--- src/rtl/ob_cnt_ctl_if.sv ---
// Query/command/response bundle for the order-book count sequencer.
// The 'slave' modport is the sequencer's view. The 'master' modport is the
// surrounding logic: the query source, the count units and the response sink.
interface ob_cnt_ctl_if #(
  parameter int PRICE_W = 20,
  parameter int QTY_W   = 16,
  parameter int ACC_W   = 24
);
  // query channel
  logic               req_vld;
  logic               req_rdy;
  logic               req_is_ask;
  logic [PRICE_W-1:0] req_price;
  logic [QTY_W-1:0]   req_quantity;
  // count-unit command / status
  logic               ask_cmd_vld;
  logic               bid_cmd_vld;
  logic [PRICE_W-1:0] cmd_price;
  logic               ask_busy;
  logic               bid_busy;
  logic [ACC_W-1:0]   ask_quantity;
  logic [ACC_W-1:0]   bid_quantity;
  // response channel
  logic               rsp_vld;
  logic               rsp_rdy;
  logic               rsp_is_ask;
  logic [ACC_W-1:0]   rsp_quantity;
  logic               rsp_fill_ok;
  logic               rsp_err;

  modport slave (
    input  req_vld, req_is_ask, req_price, req_quantity,
    output req_rdy,
    output ask_cmd_vld, bid_cmd_vld, cmd_price,
    input  ask_busy, bid_busy, ask_quantity, bid_quantity,
    output rsp_vld, rsp_is_ask, rsp_quantity, rsp_fill_ok, rsp_err,
    input  rsp_rdy
  );

  modport master (
    output req_vld, req_is_ask, req_price, req_quantity,
    input  req_rdy,
    input  ask_cmd_vld, bid_cmd_vld, cmd_price,
    output ask_busy, bid_busy, ask_quantity, bid_quantity,
    input  rsp_vld, rsp_is_ask, rsp_quantity, rsp_fill_ok, rsp_err,
    output rsp_rdy
  );
endinterface

--- src/rtl/ob_cnt_ctl.sv ---
// Order-book count sequencer. It accepts one "quantity available at price"
// query, pulses a count command to the ask or bid unit, waits for that unit
// to go idle (bounded by TIMEOUT), and returns the quantity, a fill flag and
// an error flag.
// Optional build macro OB_CNT_CTL_STATS_EN adds saturating response and
// timeout counters (stat_qry_cnt, stat_tmo_cnt).
module ob_cnt_ctl #(
  parameter int PRICE_W = 20,
  parameter int QTY_W   = 16,
  parameter int ACC_W   = 24,
  parameter int TIMEOUT = 64   // WAIT-cycle limit, must be >= 2
) (
  input  logic        clk,
  input  logic        rst,     // asynchronous, active-low
`ifdef OB_CNT_CTL_STATS_EN
  output logic [15:0] stat_qry_cnt,
  output logic [15:0] stat_tmo_cnt,
`endif
  ob_cnt_ctl_if.slave bus
);

  localparam int CNT_W = $clog2(TIMEOUT + 1);
  localparam int CMP_W = (ACC_W > QTY_W) ? ACC_W : QTY_W;

  typedef enum logic [1:0] {S_IDLE, S_ISSUE, S_WAIT, S_RESP} state_t;

  state_t             state_q, state_d;
  logic               rdy_q, rdy_d;
  logic               is_ask_q, is_ask_d;
  logic [PRICE_W-1:0] price_q, price_d;
  logic [QTY_W-1:0]   qty_q, qty_d;
  logic [CNT_W-1:0]   cnt_q, cnt_d;
  logic [ACC_W-1:0]   rqty_q, rqty_d;
  logic               fill_q, fill_d;
  logic               err_q, err_d;

  logic               sel_busy;
  logic [ACC_W-1:0]   sel_qty;
  logic               accept;
  logic               rsp_hs;

  // Unsigned compare with both operands zero-extended to a common width.
  function automatic logic fill_possible(input logic [ACC_W-1:0] acc,
                                         input logic [QTY_W-1:0] need);
    return CMP_W'(acc) >= CMP_W'(need);
  endfunction

  // Only the side chosen at accept time is observed.
  assign sel_busy = is_ask_q ? bus.ask_busy     : bus.bid_busy;
  assign sel_qty  = is_ask_q ? bus.ask_quantity : bus.bid_quantity;

  // rdy_q is registered, so req_rdy never depends on req_vld. It is only
  // high in IDLE.
  assign accept = rdy_q & bus.req_vld;
  assign rsp_hs = (state_q == S_RESP) & bus.rsp_rdy;

  // Next-state, capture and timeout-counter logic.
  always_comb begin
    state_d  = state_q;
    is_ask_d = is_ask_q;
    price_d  = price_q;
    qty_d    = qty_q;
    cnt_d    = cnt_q;
    rqty_d   = rqty_q;
    fill_d   = fill_q;
    err_d    = err_q;
    case (state_q)
      S_IDLE: begin
        if (accept) begin
          is_ask_d = bus.req_is_ask;
          price_d  = bus.req_price;
          qty_d    = bus.req_quantity;
          state_d  = S_ISSUE;
        end
      end
      S_ISSUE: begin
        cnt_d   = '0;
        state_d = S_WAIT;
      end
      S_WAIT: begin
        cnt_d = cnt_q + CNT_W'(1);
        // An idle unit takes priority over a timeout in the same cycle.
        if (!sel_busy) begin
          rqty_d  = sel_qty;
          fill_d  = fill_possible(sel_qty, qty_q);
          err_d   = 1'b0;
          state_d = S_RESP;
        end else if (cnt_q == CNT_W'(TIMEOUT - 1)) begin
          rqty_d  = '0;
          fill_d  = 1'b0;
          err_d   = 1'b1;
          state_d = S_RESP;
        end
      end
      S_RESP: begin
        if (bus.rsp_rdy) state_d = S_IDLE;
      end
      default: state_d = S_IDLE;
    endcase
    rdy_d = (state_d == S_IDLE);
  end

  // State and captured-data registers. Reset clears all of them.
  always_ff @(posedge clk or negedge rst) begin
    if (!rst) begin
      state_q  <= S_IDLE;
      rdy_q    <= 1'b0;
      is_ask_q <= 1'b0;
      price_q  <= '0;
      qty_q    <= '0;
      cnt_q    <= '0;
      rqty_q   <= '0;
      fill_q   <= 1'b0;
      err_q    <= 1'b0;
    end else begin
      state_q  <= state_d;
      rdy_q    <= rdy_d;
      is_ask_q <= is_ask_d;
      price_q  <= price_d;
      qty_q    <= qty_d;
      cnt_q    <= cnt_d;
      rqty_q   <= rqty_d;
      fill_q   <= fill_d;
      err_q    <= err_d;
    end
  end

  assign bus.req_rdy      = rdy_q;
  assign bus.ask_cmd_vld  = (state_q == S_ISSUE) &  is_ask_q;
  assign bus.bid_cmd_vld  = (state_q == S_ISSUE) & ~is_ask_q;
  assign bus.cmd_price    = price_q;
  assign bus.rsp_vld      = (state_q == S_RESP);
  assign bus.rsp_is_ask   = is_ask_q;
  assign bus.rsp_quantity = rqty_q;
  assign bus.rsp_fill_ok  = fill_q;
  assign bus.rsp_err      = err_q;

`ifdef OB_CNT_CTL_STATS_EN
  logic [15:0] stat_qry_q;
  logic [15:0] stat_tmo_q;

  function automatic logic [15:0] sat_inc(input logic [15:0] v);
    return (v == 16'hFFFF) ? v : v + 16'd1;
  endfunction

  // Saturating counts of completed responses and of timed-out responses.
  always_ff @(posedge clk or negedge rst) begin
    if (!rst) begin
      stat_qry_q <= '0;
      stat_tmo_q <= '0;
    end else if (rsp_hs) begin
      stat_qry_q <= sat_inc(stat_qry_q);
      if (err_q) stat_tmo_q <= sat_inc(stat_tmo_q);
    end
  end

  assign stat_qry_cnt = stat_qry_q;
  assign stat_tmo_cnt = stat_tmo_q;
`endif

endmodule

--- src/flat_wrapper.sv ---
// flat-port wrapper written by rule: the top's interface ports become plain ports
module ob_cnt_ctl_flat 
#(
  parameter int PRICE_W = 20,
  parameter int QTY_W   = 16,
  parameter int ACC_W   = 24,
  parameter int TIMEOUT = 64                                    
)
  (clk, rst, bus_req_vld, bus_req_is_ask, bus_req_price, bus_req_quantity, bus_req_rdy, bus_ask_cmd_vld, bus_bid_cmd_vld, bus_cmd_price, bus_ask_busy, bus_bid_busy, bus_ask_quantity, bus_bid_quantity, bus_rsp_vld, bus_rsp_is_ask, bus_rsp_quantity, bus_rsp_fill_ok, bus_rsp_err, bus_rsp_rdy);
  ob_cnt_ctl_if #(.PRICE_W(PRICE_W), .QTY_W(QTY_W), .ACC_W(ACC_W)) bus_i ();
  input  logic clk;
  input  logic rst;
  input wire logic [$bits(bus_i.req_vld)-1:0] bus_req_vld;
  input wire logic [$bits(bus_i.req_is_ask)-1:0] bus_req_is_ask;
  input wire logic [$bits(bus_i.req_price)-1:0] bus_req_price;
  input wire logic [$bits(bus_i.req_quantity)-1:0] bus_req_quantity;
  output wire logic [$bits(bus_i.req_rdy)-1:0] bus_req_rdy;
  output wire logic [$bits(bus_i.ask_cmd_vld)-1:0] bus_ask_cmd_vld;
  output wire logic [$bits(bus_i.bid_cmd_vld)-1:0] bus_bid_cmd_vld;
  output wire logic [$bits(bus_i.cmd_price)-1:0] bus_cmd_price;
  input wire logic [$bits(bus_i.ask_busy)-1:0] bus_ask_busy;
  input wire logic [$bits(bus_i.bid_busy)-1:0] bus_bid_busy;
  input wire logic [$bits(bus_i.ask_quantity)-1:0] bus_ask_quantity;
  input wire logic [$bits(bus_i.bid_quantity)-1:0] bus_bid_quantity;
  output wire logic [$bits(bus_i.rsp_vld)-1:0] bus_rsp_vld;
  output wire logic [$bits(bus_i.rsp_is_ask)-1:0] bus_rsp_is_ask;
  output wire logic [$bits(bus_i.rsp_quantity)-1:0] bus_rsp_quantity;
  output wire logic [$bits(bus_i.rsp_fill_ok)-1:0] bus_rsp_fill_ok;
  output wire logic [$bits(bus_i.rsp_err)-1:0] bus_rsp_err;
  input wire logic [$bits(bus_i.rsp_rdy)-1:0] bus_rsp_rdy;
  assign bus_i.req_vld = bus_req_vld;
  assign bus_i.req_is_ask = bus_req_is_ask;
  assign bus_i.req_price = bus_req_price;
  assign bus_i.req_quantity = bus_req_quantity;
  assign bus_req_rdy = bus_i.req_rdy;
  assign bus_ask_cmd_vld = bus_i.ask_cmd_vld;
  assign bus_bid_cmd_vld = bus_i.bid_cmd_vld;
  assign bus_cmd_price = bus_i.cmd_price;
  assign bus_i.ask_busy = bus_ask_busy;
  assign bus_i.bid_busy = bus_bid_busy;
  assign bus_i.ask_quantity = bus_ask_quantity;
  assign bus_i.bid_quantity = bus_bid_quantity;
  assign bus_rsp_vld = bus_i.rsp_vld;
  assign bus_rsp_is_ask = bus_i.rsp_is_ask;
  assign bus_rsp_quantity = bus_i.rsp_quantity;
  assign bus_rsp_fill_ok = bus_i.rsp_fill_ok;
  assign bus_rsp_err = bus_i.rsp_err;
  assign bus_i.rsp_rdy = bus_rsp_rdy;
  ob_cnt_ctl #(.PRICE_W(PRICE_W), .QTY_W(QTY_W), .ACC_W(ACC_W), .TIMEOUT(TIMEOUT)) u_core (.clk(clk), .rst(rst), .bus(bus_i));
endmodule
--- config.mk ---
export PLATFORM = sky130hd
export DESIGN_NAME = ob_cnt_ctl_flat
export DESIGN_NICKNAME = d
export VERILOG_FILES = /design/src/rtl/ob_cnt_ctl_if.sv /design/src/rtl/ob_cnt_ctl.sv /design/src/flat_wrapper.sv
export SDC_FILE = /design/constraint.sdc
export NUM_CORES = 1
export LEC_CHECK = 0
export CORE_MARGIN = 4
export CORE_UTILIZATION = 44
export CTS_CLUSTER_SIZE = 12
export DETAILED_ROUTE_END_ITERATION = 10
export HOLD_SLACK_MARGIN = 0.06
export PLACE_DENSITY = 0.81
export SYNTH_ARGS = -nofsm -noshare
export SYNTH_HDL_FRONTEND = slang
export SYNTH_SLANG_ARGS = --single-unit
export TNS_END_PERCENT = 5
--- constraint.sdc ---
create_clock -name clk -period 3.35 [get_ports clk]
set_input_delay 0.335 -clock clk [delete_from_list [all_inputs] [get_ports clk]]
set_output_delay 0.335 -clock clk [all_outputs]
set_load 0.05 [all_outputs]
## After elaboration in Yosys (flattened, before gate mapping)

Cells that the tools add are included.

| storage, ports and cells | value |
|---|---|
| output and inout port bits | 51 |
| bits in registers | 73 |
| logic and storage cells | 39 |
| input port bits | 91 |
| bits in latches | 0 |
| RAM bits | 0 |
| memories kept | 0 |
| ROM bits | 0 |

| cells by class | value |
|---|---|
| multipliers | 0 |
| bitwise logic cells | 4 |
| muxes and demuxes | 14 |
| equality and inequality tests | 5 |
| divide/modulo/power cells | 0 |
| $lt $le $gt $ge | 1 |
| reduce and logical (&&, ||, !) cells | 5 |
| shifts and indexed selects | 0 |
| $add $sub $neg | 1 |

Operators with widths:

| operator | count |
|---|---|
| $mux 24 | 3 |
| $ge 24x16->1 | 1 |
| $pmux 7 s2 | 1 |
| $mux 2 | 4 |
| $pmux 2 s4 | 1 |
| $add 7x1->7 const B | 1 |
| $eq 7x6->1 const B | 1 |
| $mux 1 | 5 |
| $eq 2x2->1 const B | 2 |
| $logic_not 2->1 | 2 |
| $reduce_and 2->1 | 2 |
| $and 1x1->1 | 3 |
| $eq 2x1->1 const B | 1 |
| $ne 2x2->1 const B | 1 |
| $reduce_bool 2->1 | 1 |
| $not 1->1 | 1 |

## Longest topological paths before layout

Gate-level depths: netlist of run 1.

| logic depth | value |
|---|---|
| depth after elaboration | 5 |
| mapped depth | 10 |
| mapped depth without buffers | 7 |

## Worst setup path after synthesis of run 1

No wires, ideal clock.

| timing | value |
|---|---|
| path kind | flip-flop to flip-flop |
| start | register u_core.is_ask_q, in the netlist u_core.bus.rsp_is_ask |
| end | register u_core.fill_q, in the netlist u_core.bus.rsp_fill_ok |
| setup time | 138 ps |
| setup slack | 584 ps |
| period minus slack after synthesis | 2,766 ps |
| cell stages (with the launch flop) | 11 |
| arrival | 2,627 ps |
| required time | 3,212 ps |
| buffers on the path | 3 |
| cells stage by stage | dfrtp_1 -> buf_6 -> buf_2 -> buf_4 -> mux2i_1 -> ha_1 -> nand2b_1 -> a2111oi_0 -> nor4_1 -> nor4_1 -> o211ai_1 |

| on the way | value |
|---|---|
| word-level cells in the longest chain between the ends | 3 |
| elaborated cells on any way between the ends | 6 |
| classes of those cells | order compare: 1; eq/ne: 1; mux: 3; reduce/logical: 1 |

RTL lines:

| what | RTL line | text |
|---|---|---|
| start, declared | ob_cnt_ctl.sv:29 | `logic is_ask_q, is_ask_d;` |
| start signal, assigned | ob_cnt_ctl.sv:118 | `is_ask_q <= is_ask_d;` |
| $mux 24 / $mux 1 (equally long branches) | ob_cnt_ctl.sv:50, ob_cnt_ctl.sv:49 |  |
| $ge 24x16->1 / $ne 2x2->1 (equally long branches) | -- |  |
| $mux 1 / $reduce_and 2->1 (equally long branches) | -- |  |
| end signal, assigned | ob_cnt_ctl.sv:123 | `fill_q <= fill_d;` |
| end, declared | ob_cnt_ctl.sv:34 | `logic fill_q, fill_d;` |

Several ways; a longest one is shown, not always the timed one.
A chain may end at the register's enable or synchronous reset.

## Worst setup path in the final report of run 1

Ends and elaborated chain as after synthesis.

==> results_dict.tcl, run 1 <==
set metrics [dict create \
    seq_area_frac_synth_pct 50.45 \
    drt_iter0_drc 94 \
    crit_path_max_incr_delay_ns 0.49 \
    cts_hold_buf 0 \
    reg2reg_slack_ns 0.76 \
    slew_headroom_pct 39.81 \
    cts_made_buffers 9 \
    ir_drop_uv 512.0 \
    grt_pass1_wl_um 15090 \
    fmax_mhz 386.1 \
    area_growth_syn_to_layout_pct 45.23 \
    hp-class "in2async" \
    drtAntennaViolNets 0 \
    regToRegStartpoint "u_core.bus.rsp_is_ask$_DFFE_PN0P_" \
    nets 550 \
    yosysMostFrequentCell "dfrtp_1" \
    drv_cap 0 \
    yosysWarnings 0 \
    final.setup.tns_ns 0 \
    ys.flop_type "dfrtp_1" \
    pwr-share-clk_pct 10.9 \
    r2r-end "u_core.bus.rsp_fill_ok$_DFFE_PN0P_" \
    cts_setup_buffers 0 \
    grt_pass1_vias 3144 \
    swShare_pct 47.16 \
    crit_fanout 27 \
    num_rows 32 \
    utilization_pct 67.01 \
    cts_sinks 73 \
    setup.worst_path.end_class "flop" \
    p_per_area_nw_per_um2 999.3 \
    worst_pin_slew_ns 0.9028 \
    grt_max_degree 74 \
    grt_use_total_pct 19.20 \
    leakage_nw 2.277 \
    gp_congestion 0.7705 \
    netlist_area_um2 3621 \
    synth_top_area_share_pct 50.45 \
    clk_path_buf_depth 2 \
    design_area_um2 5259 \
    yosys-top-cells-count "73 x dfrtp_1, 35 x mux2_2, 22 x ha_1, 21 x inv_1" \
    finalSetupViolations 0 \
    cts_tree "yes" \
    path_cells "buf_4 > mux2_2 > ha_1 > a21o_1 > a311o_1 > nor4_1 > o211ai_1" \
    routed_wirelength_um 9241 \
    p_sw_mw 2.478 \
    slowest_stage "dfrtp_1" \
    fp.dieW_um 98.72 \
    rsz0062_at_grt "no" \
    wl_per_cell_um 16.99 \
    cp-start-kind "flop" \
    synth_area_leaders "dfrtp_1 50%, mux2_2 11%, ha_1 7.6%, mux2_1 5.3%, a32o_1 4.4%" \
    start_util_pct 46.14 \
    yosys.area.top_type "dfrtp_1" \
    critPathTopFamily "compound AO/OA/AOI/OAI gates" \
    outcome "complete, no violations" \
    comb_power_share_pct 60.1 \
    drt_first_pass_iters 4 \
    synth_cell_types 42 \
    place_area_um2 5104 \
    clk_pin_slew_ns 0.07 \
    postCtsResizedCells 0 \
    drc_errors 0 \
    avgViaCountPerCell 5.311 \
    gr-total-overflow 0 \
    antenna_found_initial 0 \
    nFillCells 646 \
    cts_root_buffer "clkbuf_8" \
    synth_edf_count 0 \
    rr_worst_depth 7 \
    synth.avg_cell_area_um2 12.19 \
    ys_async_sr_fraction_pct 100.0 \
    finalHoldViolCount 0 \
    period_needed_ns 2.590 \
    ys_seq_elements 73 \
    clk_latency_ns 0.34 \
    netlist_instances 297 \
    dieArea_um2 9745 \
    synth_fp_nets 410 \
    arrival_ns 2.80 \
    min_period_over_period_pct 77.31 \
    drive_above_1_share_pct 12.90 \
    vias 2889 \
    numPortBuffers 141 \
    critical_path_class "reg2reg" \
    internal-power_mw 2.777 \
    dp_hpwl_um 7036 \
    n_antenna_cell 0 \
    worst-path-buf-inv 1 \
    boundaryPins 142 \
    finalClockSkew_ns 0.006338 \
    seq_power_share_pct 29.0 \
    final_max_slew_viol_count 0 \
    htreeDepth 3 \
    die_h_um 98.72 \
    coreArea_um2 7848 \
    cp.required_ns 3.56 \
]
==> cells by family after synthesis <==
| group | Yosys count | share of synthesized area [%] |
|---|---|---|
| flip-flops | 73 | 50.45 |
| multiplexers | 63 | 19.56 |
| AO/OA/AOI/OAI | 54 | 11.06 |
| AND/OR/NAND/NOR | 48 | 6.669 |
| buffers and inverters | 36 | 4.423 |
| adder cells (fa/ha/maj) | 22 | 7.602 |
| XOR/XNOR | 1 | 0.2419 |
==> metal layers <==
metal / wire, um / part of all wire [%] / global-route usage, %
met5: 0 / 0 / 0
met4: 151 / 1.6 / 6.513
met3: 817 / 8.8 / 6.369
met2: 4467 / 48 / 32.45
met1: 3804 / 41 / 23.05
==> cells in the final DEF (no fill, tap or decap), types with 8 or more instances in the layout <==
cell type	instances
mux2i_1	10
clkbuf_8	9
clkdlybuf4s50_1	140
ha_1	22
dfrtp_1	73
a21oi_1	8
mux2_2	35
a32o_1	16
inv_1	21
nand2_1	17
o21ai_1	9
mux2_1	17
==> power by group through the flow <==
| stage | Combinational, mW | Sequential (mW) | Clock (mW) |
|---|---|---|---|
| floorplan | 1.19 | 2.48 | 0 |
| global placement | 3.11 | 1.52 | 0 |
| detailed placement | 3.18 | 1.54 | 0 |
| CTS | 3.19 | 1.53 | 0.591 |
| global route | 3.39 | 1.57 | 0.633 |
| finish | 3.16 | 1.52 | 0.575 |
==> area by class of cell <==
class                           count  area [um^2]  area share (%)
Clock buffer                       12        135.1           2.570
Clock inverter                      4        20.02          0.3807
Inverter                           21        78.83           1.499
Multi-Input combinational cell    188         1639           31.17
Sequential cell                    73         1827           34.74
Tap cell                          102        127.6           2.427
Timing Repair Buffer              144         1431           27.22
==> state kept, by name (all words and copies together), names as in the netlist <==
register,cells
u_core.state_q,2
u_core.cnt_q,7
u_core.bus.req_rdy,1
u_core.bus.rsp_quantity,24
u_core.bus.rsp_fill_ok,1
u_core.qty_q,16
u_core.bus.rsp_is_ask,1
u_core.bus.cmd_price,20
u_core.bus.rsp_err,1
==> worst max path at each step <==
stage	startpoint	end	slack, ns	depth (start not counted)
2_1_floorplan	u_core.bus.rsp_is_ask$_DFFE_PN0P_	u_core.bus.rsp_fill_ok$_DFFE_PN0P_	0.58	10
5_1_grt	u_core.bus.rsp_is_ask$_DFFE_PN0P_	u_core.bus.rsp_fill_ok$_DFFE_PN0P_	0.60	7
4_1_cts	u_core.bus.rsp_is_ask$_DFFE_PN0P_	u_core.bus.rsp_fill_ok$_DFFE_PN0P_	0.74	7
3_5_place_dp	u_core.bus.rsp_is_ask$_DFFE_PN0P_	u_core.bus.rsp_fill_ok$_DFFE_PN0P_	0.77	7
3_3_place_gp	u_core.bus.rsp_is_ask$_DFFE_PN0P_	u_core.bus.rsp_fill_ok$_DFFE_PN0P_	0.83	7
6_report	u_core.bus.rsp_is_ask$_DFFE_PN0P_	u_core.bus.rsp_fill_ok$_DFFE_PN0P_	0.76	7
==> worst reg2reg max path: stages (launching register included) <==
cell      delay, ns
dfrtp_1        0.49
buf_4          0.43
mux2_2         0.42
ha_1           0.31
a21o_1         0.17
a311o_1        0.36
nor4_1         0.17
o211ai_1       0.11
==> per-stage QoR <==
step	cells	power (mW)	setup WS (ns)	hold slack (ns)
after floorplan	297	3.675	0.5843	0.03941
after global placement	528	4.626	0.8287	0.4713
after detailed placement	528	4.721	0.7653	0.4751
after CTS	544	5.308	0.7370	0.1612
after global routing	544	5.592	0.6003	0.2008
final	544	5.255	0.7602	0.1102
Power figures use the tool's default switching activity.
==> run 2, diff against run 1 <==
CORE_UTILIZATION = 40   (was 44)
PLACE_DENSITY = 0.77   (was 0.81)
clock period = 2.1 ns   (was 3.35 ns; I/O delays follow)
==> results_dict.tcl, run 2 (synthesis results as in run 1) <==
set metrics [dict create \
    worst_pin_slew_ns 0.7808 \
    period_needed_ns 2.149 \
    die_h_um 103.1 \
    grt_pass1_wl_um 14960 \
    final_max_slew_viol_count 0 \
    outcome "finished with violations" \
    n_antenna_cell 0 \
    pre_cts_ws_ns -0.04638 \
    slew_headroom_pct 47.75 \
    utilization_pct 64.06 \
    critPathTopFamily "compound AO/OA/AOI/OAI gates" \
    holdWs_ns 0.4476 \
    start_util_pct 41.32 \
    boundaryPins 142 \
    dp_cells 544 \
    violations "negative setup slack" \
    final_common_cell "clkdlybuf4s50_1" \
    cts_tree "yes" \
    grt_use_total_pct 18.22 \
    reg2reg_slack_ns -0.05 \
    gp_congestion 0.7801 \
    drt_first_pass_iters 4 \
    design_area_um2 5614 \
    routed_wirelength_um 9504 \
    avgViaCountPerCell 5.248 \
    dp_hpwl_um 7368 \
    vias 2944 \
    clk_pin_slew_ns 0.08 \
    cts_root_buffer "clkbuf_8" \
    ir_drop_uv 769.4 \
    crit_fanout 13 \
    largest_reg_flops 24 \
    nets 561 \
    arrival_ns 2.38 \
    setup.worst_path.end_class "flop" \
    finalHoldViolCount 0 \
    cp.required_ns 2.33 \
    critical_path_class "reg2reg" \
    fin_ws_ns -0.04890 \
    finalSetupViolations 1 \
    htreeDepth 3 \
    gr-total-overflow 0 \
    instances_no_fill 561 \
    mostFrequentLayoutCells "137 x clkdlybuf4s50_1, 72 x dfrtp_1, 35 x mux2_2" \
    rsz0062_at_grt "yes" \
    wl_per_cell_um 16.94 \
    crit_top_cell "a21o_1" \
    path_cells "buf_12 > mux2_2 > ha_1 > a21o_1 > a21o_1 > a21oi_1 > or3_1 > o211ai_1" \
    fp.dieW_um 103.1 \
    place_area_um2 5314 \
    p_per_area_nw_per_um2 1659 \
    clk_latency_ns 0.35 \
    fin_total_pwr_mw 9.315 \
    crit_path_max_incr_delay_ns 0.42 \
    slowest_stage "dfrtp_2" \
    antenna_found_initial 0 \
    dieArea_um2 10640 \
    cts_made_buffers 9 \
    cts_sinks 73 \
    drive_above_1_share_pct 18.10 \
    leakage_nw 2.427 \
    worst-path-buf-inv 1 \
    finalClockSkew_ns 0.01161 \
    min_period_over_period_pct 102.3 \
    drv_cap 0 \
    area_growth_syn_to_layout_pct 55.04 \
    drt_iter0_drc 60 \
    coreArea_um2 8763 \
    grt_pass1_vias 3072 \
    cts_setup_buffers 0 \
    hp-class "in2async" \
    numPortBuffers 141 \
    num_rows 34 \
    fmax_mhz 465.4 \
    cp-start-kind "flop" \
    drtAntennaViolNets 0 \
    clk_path_buf_depth 2 \
    drc_errors 0 \
    final.setup.tns_ns -0.04890 \
    grt_max_degree 53 \
]
==> run 2: cell count changes in the layout (fill, tap and decap cells not counted), sizes merged <==
cell,before,now
buf,4,17
bufinv,0,4
clkdlybuf4s50,140,137
clkbuf,12,10
clkinv,4,2
dlygate4sd3,0,1
==> run 2: timing repair <==
action	CTS	global route
setup endpoints to repair	2	3
gates cloned	0	0
hold buffers	1	0
resized for setup	4	2
pin swaps	1	1
endpoints found under the hold margin	51	0
==> run 2: power breakdown <==
| part | switching [mW] | internal [mW] | leakage (nW) |
|---|---|---|---|
| Clock | 0.530 | 0.906 | 0.130 |
| Combinational | 3.21 | 2.26 | 1.40 |
| Sequential | 0.350 | 2.06 | 0.899 |
==> run 2: path summary, 6_finish.rpt <==
path / start / cells past startpoint / end
worst min register to register: u_core.bus.rsp_quantity[18]$_DFFE_PN0P_ / 2 / u_core.bus.rsp_quantity[18]$_DFFE_PN0P_
worst min-delay path: rst / 2 / u_core.state_q[0]$_DFF_PN0_
worst max-delay path: u_core.bus.rsp_is_ask$_DFFE_PN0P_ / 8 / u_core.bus.rsp_fill_ok$_DFFE_PN0P_
worst max register to register: u_core.bus.rsp_is_ask$_DFFE_PN0P_ / 8 / u_core.bus.rsp_fill_ok$_DFFE_PN0P_
min in group clk: bus_req_price[10] / 2 / u_core.bus.cmd_price[10]$_DFFE_PN0P_
max in group asynchronous: rst / 3 / u_core.bus.cmd_price[8]$_DFFE_PN0P_
==> run 2: area by class of cell <==
class	count	area, um^2
Clock buffer	10	127.6
Clock inverter	6	130.1
Fill cell	691	3149
Inverter	21	78.83
Multi-Input combinational cell	188	1718
Sequential cell	73	1828
Tap cell	108	135.1
Timing Repair Buffer	155	1597
==> run 2: worst register-to-register path: stages (launching register included) <==
cell and delay, ns:
dfrtp_2 0.42, buf_12 0.16, mux2_2 0.36, ha_1 0.30, a21o_1 0.19, a21o_1 0.19, a21oi_1 0.19, or3_1 0.14
o211ai_1 0.08
==> run 2: metal layers <==
metal	wire, um	up-vias	share of wire [%]	track usage, %
li1	-	1382	-	-
met1	3659	1439	38	21.11
met2	4803	107	51	31.62
met3	890	16	9.4	6.495
met4	150	0	1.6	5.478
met5	0	-	0	0
